<file path="config.mk">
export PLATFORM = sky130hd
export DESIGN_NAME = lsu
export DESIGN_NICKNAME = d
export VERILOG_FILES = /design/src/rtl/core_pkg.sv /design/src/rtl/lsu_align.sv /design/src/rtl/lsu.sv
export SDC_FILE = /design/constraint.sdc
export NUM_CORES = 1
export LEC_CHECK = 0
export CAP_MARGIN = 0
export CELL_PAD_IN_SITES_DETAIL_PLACEMENT = 1
export CELL_PAD_IN_SITES_GLOBAL_PLACEMENT = 1
export CORE_ASPECT_RATIO = 0.8
export CORE_UTILIZATION = 36
export CTS_BUF_LIST = sky130_fd_sc_hd__clkbuf_4 sky130_fd_sc_hd__clkbuf_8
export DETAILED_ROUTE_END_ITERATION = 10
export PLACE_DENSITY_LB_ADDON = 0.1
export SYNTH_ARGS = -nofsm -noshare
export SYNTH_HDL_FRONTEND = slang
export SYNTH_SLANG_ARGS = --single-unit
</file>
<file path="constraint.sdc">
create_clock -name clk -period 5.62 [get_ports clk]
set_input_delay 0.562 -clock clk [delete_from_list [all_inputs] [get_ports clk]]
set_output_delay 0.562 -clock clk [all_outputs]
set_load 0.05 [all_outputs]
</file>
<file path="src/rtl/core_pkg.sv">
// Shared core definitions: sequencer states, funct3 encodings, LSU FSM encoding.
// Latency: n/a (constants and pure helper functions only).
// Backpressure: n/a.
package core_pkg;

    // Core sequencer states the LSU cares about
    localparam logic [2:0] ST_DECODE = 3'd3;
    localparam logic [2:0] ST_MEM    = 3'd6;
    localparam logic [2:0] ST_WB     = 3'd7;

    // funct3 access size/sign encodings (stores use B/H/W only)
    localparam logic [2:0] F3_B  = 3'b000;
    localparam logic [2:0] F3_H  = 3'b001;
    localparam logic [2:0] F3_W  = 3'b010;
    localparam logic [2:0] F3_BU = 3'b100;
    localparam logic [2:0] F3_HU = 3'b101;

    typedef enum logic [1:0] {
        LSU_IDLE = 2'd0,
        LSU_REQ  = 2'd1,
        LSU_DONE = 2'd2
    } lsu_state_e;

    // Legal size encodings differ between loads and stores
    function automatic logic f3_legal(input logic ld, input logic [2:0] f3);
        if (ld)
            return (f3 == F3_B) || (f3 == F3_H) || (f3 == F3_W) ||
                   (f3 == F3_BU) || (f3 == F3_HU);
        else
            return (f3 == F3_B) || (f3 == F3_H) || (f3 == F3_W);
    endfunction

    // Halfwords need bit 0 clear, words need both low bits clear
    function automatic logic f3_misalign(input logic [2:0] f3, input logic [1:0] off);
        return (((f3 == F3_H) || (f3 == F3_HU)) && off[0]) ||
               ((f3 == F3_W) && (off != 2'b00));
    endfunction

endpackage

</file>
<file path="src/rtl/lsu_align.sv">
// Byte-lane steering: store strobe/data packing and load extraction/extension.
// Latency: purely combinational, zero cycles.
// Backpressure: none; outputs follow inputs.
module lsu_align
    import core_pkg::*;
(
    input  logic [2:0]  st_funct3,
    input  logic [1:0]  st_off,
    input  logic [31:0] store_data,
    output logic [3:0]  st_wstrb,
    output logic [31:0] st_wdata,
    input  logic [2:0]  ld_funct3,
    input  logic [1:0]  ld_off,
    input  logic [31:0] rdata,
    output logic [31:0] ld_data
);

    logic [31:0] byte_sh;
    logic [31:0] half_sh;

    assign byte_sh = rdata >> {ld_off, 3'b000};
    assign half_sh = rdata >> {ld_off[1], 4'b0000};

    // Replicate the store value across lanes and enable only the addressed bytes
    always_comb begin
        st_wstrb = 4'hF;
        st_wdata = store_data;
        case (st_funct3)
            F3_B: begin
                st_wstrb = 4'b0001 << st_off;
                st_wdata = {4{store_data[7:0]}};
            end
            F3_H: begin
                st_wstrb = 4'b0011 << st_off;
                st_wdata = {2{store_data[15:0]}};
            end
            default: begin
                st_wstrb = 4'hF;
                st_wdata = store_data;
            end
        endcase
    end

    // Pull the addressed byte/half down to bit 0 and extend per funct3
    always_comb begin
        ld_data = rdata;
        case (ld_funct3)
            F3_B:    ld_data = {{24{byte_sh[7]}}, byte_sh[7:0]};
            F3_BU:   ld_data = {24'h0, byte_sh[7:0]};
            F3_H:    ld_data = {{16{half_sh[15]}}, half_sh[15:0]};
            F3_HU:   ld_data = {16'h0, half_sh[15:0]};
            default: ld_data = rdata;
        endcase
    end

endmodule

</file>
<file path="src/rtl/lsu.sv">
// Load/store unit: one outstanding req/ack data-memory access per memory-state visit.
// Latency: request registered on the issue edge; result/flags registered on the ack (or timeout) edge.
// Backpressure: busy stalls the sequencer until the access completes; waits indefinitely on mem_ack unless TIMEOUT != 0.
module lsu
    import core_pkg::*;
#(
    parameter logic [2:0] MEM_STATE = ST_MEM,
    parameter int         TIMEOUT   = 255
) (
    input  logic        clk,
    input  logic        rst,
    input  logic [2:0]  state,
    input  logic        is_load,
    input  logic        is_store,
    input  logic [2:0]  funct3,
    input  logic [31:0] addr,
    input  logic [31:0] store_data,
    output logic        mem_req,
    output logic        mem_we,
    output logic [31:0] mem_addr,
    output logic [3:0]  mem_wstrb,
    output logic [31:0] mem_wdata,
    input  logic [31:0] mem_rdata,
    input  logic        mem_ack,
    output logic [31:0] load_result,
    output logic        busy,
    output logic        misaligned,
    output logic        fault
);

    localparam int             CW     = (TIMEOUT > 1) ? $clog2(TIMEOUT + 1) : 1;
    localparam logic [CW-1:0]  TO_VAL = CW'(TIMEOUT);

    lsu_state_e    fsm;
    logic [CW-1:0] tmo_cnt;
    logic [CW-1:0] cnt_nxt;
    logic          timeout_hit;
    logic          acc;
    logic          ld;
    logic          misalign;
    logic          illegal;
    logic          ld_q;
    logic [1:0]    ld_off_q;
    logic [2:0]    ld_f3_q;
    logic [3:0]    st_wstrb;
    logic [31:0]   st_wdata;
    logic [31:0]   ld_data;

    // Load wins when both decode flags are set
    assign ld       = is_load;
    assign acc      = (state == MEM_STATE) && (is_load || is_store);
    assign misalign = f3_misalign(funct3, addr[1:0]);
    assign illegal  = !f3_legal(ld, funct3);
    assign busy     = acc && (fsm != LSU_DONE);

    assign cnt_nxt     = tmo_cnt + CW'(1);
    assign timeout_hit = (TIMEOUT != 0) && (cnt_nxt == TO_VAL);

    // Load extraction uses the offset/size captured at issue, not the live inputs
    lsu_align u_align (
        .st_funct3  (funct3),
        .st_off     (addr[1:0]),
        .store_data (store_data),
        .st_wstrb   (st_wstrb),
        .st_wdata   (st_wdata),
        .ld_funct3  (ld_f3_q),
        .ld_off     (ld_off_q),
        .rdata      (mem_rdata),
        .ld_data    (ld_data)
    );

    // Access sequencer: issue, wait for ack or timeout, then park until the core leaves MEM_STATE
    always_ff @(posedge clk) begin
        if (rst) begin
            fsm         <= LSU_IDLE;
            mem_req     <= 1'b0;
            mem_we      <= 1'b0;
            mem_addr    <= 32'h0;
            mem_wstrb   <= 4'h0;
            mem_wdata   <= 32'h0;
            load_result <= 32'h0;
            misaligned  <= 1'b0;
            fault       <= 1'b0;
            tmo_cnt     <= '0;
            ld_q        <= 1'b0;
            ld_off_q    <= 2'b00;
            ld_f3_q     <= 3'b000;
        end else begin
            case (fsm)
                LSU_IDLE: begin
                    if (acc) begin
                        if (misalign || illegal) begin
                            fsm         <= LSU_DONE;
                            misaligned  <= misalign;
                            fault       <= illegal;
                            load_result <= 32'h0;
                        end else begin
                            fsm        <= LSU_REQ;
                            mem_req    <= 1'b1;
                            mem_we     <= !ld;
                            mem_addr   <= {addr[31:2], 2'b00};
                            mem_wstrb  <= ld ? 4'h0 : st_wstrb;
                            mem_wdata  <= st_wdata;
                            tmo_cnt    <= '0;
                            misaligned <= 1'b0;
                            fault      <= 1'b0;
                            ld_q       <= ld;
                            ld_off_q   <= addr[1:0];
                            ld_f3_q    <= funct3;
                        end
                    end
                end
                LSU_REQ: begin
                    if (mem_ack) begin
                        mem_req <= 1'b0;
                        if (ld_q)
                            load_result <= ld_data;
                        fsm <= LSU_DONE;
                    end else begin
                        tmo_cnt <= cnt_nxt;
                        if (timeout_hit) begin
                            fault       <= 1'b1;
                            mem_req     <= 1'b0;
                            load_result <= 32'h0;
                            fsm         <= LSU_DONE;
                        end
                    end
                end
                LSU_DONE: begin
                    if (state != MEM_STATE)
                        fsm <= LSU_IDLE;
                end
                default: fsm <= LSU_IDLE;
            endcase
        end
    end

endmodule

</file>
==> results.md <==
* Synth async-reset ratio at 0
* Worst-Margin Slew at 1330 ps
* Clk slew on worst S/H paths at 70 ps
* Die area at 0.0167 sq mm
* Hold buffers post-CTS at 0
* Area of the mapped netlist at 0.00584 sq mm
* Fin nets at 1,006
* Vias in the first global route at 6,199
* H-tree Lvls at 4
* Die X-Extent at 144 um
* Crit Path Max Fanout at 9
* Yosys cell types at 58
* Gpl congestion at 0.868
* Overall power at 2.02 mW
* Avg WL per Cell at 18.8 um
* Final ANT Viol Nets at 0
* Yosys top cell area share at 0.404
* DRC errors left at 0
* Placement Setup Slack at 2070 ps
* Critical Path Source Type: input pin
* Vias per Instance at 5.50
* Number of setup violations in the final report at 0
* Worst Skew at 10.4 ps
* Count leader, synth: nand2_1
* Main flop type after synthesis: dfxtp_1
* Pwr/cell area at 240 mW/mm^2
* First drt pass iteration count at 4
* Initial Utilization at 0.370
* Sink Count at 118
* Mapped Cells at 730
* Worst-Skew Late Latency at 450 ps
* Ys Warns at 0
* Core Area at 0.0158 sq mm
* Status: complete, no violations
* Detailed Place HPWL at 14,700 um
* CTS Buffer Depth at 2
* Largest net degree at the start of global routing at 87
* Synth top area cells: dfxtp_1 (40%), nand2_1 (9.3%), a21oi_1 (7.1%), mux2i_1 (5.5%), o211ai_1 (4.0%)
* EDFF count, synth at 0
* CTS buffer count at 17
* First-iteration detailed-routing DRC count at 398
* Max IR drop VDD at 0.000154 V
* Post-synth top area cell: dfxtp_1
* Port-buffer cells at 209
* Die span in y at 116 um
* Via count at 6,186
* Final min period at 3370 ps
* Min setup slack post-route at 2250 ps
* Max-slew violations at 0
* Crit path DAT at 2810 ps
* DRT Wirelength at 21,200 um
* CTS root buf: clkbuf_8
* Total of max-cap violations at 0
* Relative slew slack at 0.110
* I/O pin cnt at 212
* CP Capture Type: output pin
* Worst setup path category: input pin to output pin
* Syn Area/Cell at 8.00 sq um
* ANT cells at 0
* Setup Fix Bufs, Post-CTS at 0
* Resize count post-CTS at 0
* Unrepaired setup endpoints after global routing: no
* Global-route congestion overflow total at 0
* Overall routing resource usage at 0.261
* Area Overhead vs Synth at 44.2%
* Fraction of layout cells with a size suffix above 1 at 0.0670
* Initial antenna violation count at 1
* Row count at 41
* Post-synthesis sequential area ratio at 0.404
* CTS tree: done
* Setup TNS Final at 0 ps
* Crit share post-route at 0.600
* Endpoints failing hold at 0
* Synth top cells by count: nand2_1 (145), dfxtp_1 (118), a21oi_1 (83), clkbuf_1 (36)
* Leakage at 2.73 nW
* First-pass GRT wire length at 33,600 um
* CP required at 5060 ps
* Yosys reg bits at 118
* Max Freq at 297 MHz
* Worst Hold Class: flop to flop
-- state kept, by name (all words and copies together) (netlist names) --
signal	count
mem_we	1
load_result	32
mem_wstrb	4
mem_addr	30
tmo_cnt	8
ld_f3_q	3
fault	1
ld_q	1
misaligned	1
mem_wdata	32
fsm	2
mem_req	1
ld_off_q	2
-- metrics by stage --
stage	utilization	hold slack, ps	area (sq um)	std cells
after global routing	0.533	478	8420	1125
after CTS	0.533	455	8420	1125
after detailed placement	0.503	446	7960	1093
final	0.533	451	8420	1125
after floorplan	-	432	5850	731
after global placement	0.503	437	7960	1093
-- path summary, 6_finish.rpt --
| kind | start | to | slack (ps) | cells past startpoint |
|---|---|---|---|---|
| worst min register to register | mem_wdata[24]$_SDFFE_PP0P_ | mem_wdata[24]$_SDFFE_PP0P_ | 450 | 2 |
| worst max register to register | tmo_cnt[0]$_SDFFE_PP0P_ | load_result[29]$_SDFFE_PP0P_ | 2490 | 6 |
| worst min-delay path | mem_wdata[24]$_SDFFE_PP0P_ | mem_wdata[24]$_SDFFE_PP0P_ | 450 | 2 |
| worst max-delay path | is_load | busy | 2250 | 5 |
-- routing by layer --
metal | part of all wire | track usage | up-vias
met2 | 0.46 | 0.412 | 189
met4 | 0.013 | 0.0716 | 0
met1 | 0.45 | 0.336 | 3008
met5 | 0 | 0 | -
li1 | - | - | 2965
met3 | 0.078 | 0.0921 | 24
-- cell type report --
class	instances	area, sq um
tap	215	269
multi-input combinational	532	3130
clock buffer	20	269
fill	1930	7380
inverter	10	37.5
sequential	118	2360
timing repair buffer	218	2150
clock inverter	12	200
-- logic make-up (layout without fill, tap and decap cells) --
group,count (synthesis),after routing,synth area share
compound gates,238,238,0.266
fa+ha+maj,2,2,0.00428
buf+inv,81,260,0.0647
flops,118,118,0.404
mux,36,36,0.0625
other cells,1,2,0.000642
simple gates,254,254,0.197
-- layout by cell type, fill, tap and decap left out, drive strengths merged, types with 2 or more instances in the layout --
| cell type | instances |
|---|---|
| clkinv | 5 |
| o31a | 2 |
| o2111ai | 16 |
| o211ai | 31 |
| conb | 2 |
| inv | 9 |
| nand2b | 22 |
| mux2i | 32 |
| ha | 2 |
| nor4 | 3 |
| and4 | 2 |
| clkinvlp | 3 |
| bufinv | 5 |
| nor2b | 11 |
| a211oi | 27 |
| nand2 | 146 |
| mux2 | 4 |
| or4 | 4 |
| clkbuf | 20 |
| and3 | 2 |
| nand3b | 4 |
| nand3 | 18 |
| o221ai | 15 |
| a31oi | 19 |
| a21oi | 85 |
| dfxtp | 118 |
| clkdlybuf4s50 | 208 |
| buf | 10 |
| nor3 | 2 |
| nor2 | 33 |
| o21ai | 29 |
| o31ai | 4 |
| o21bai | 2 |
-- report_power, final --
part | internal [mW] | total, mW | switching [mW]
combinational | 0.107 | 0.236 | 0.129
clock | 0.556 | 0.930 | 0.374
sequential | 0.845 | 0.855 | 0.00968
total | 1.51 | 2.02 | 0.513
-- worst max-delay path, stage by stage --
cell and delay, ps:
clkdlybuf4s50_1 680, nor2_1 150, or2_1 330, a21oi_1 240
clkdlybuf4s50_1 850
(Power assumes the default switching activity.)
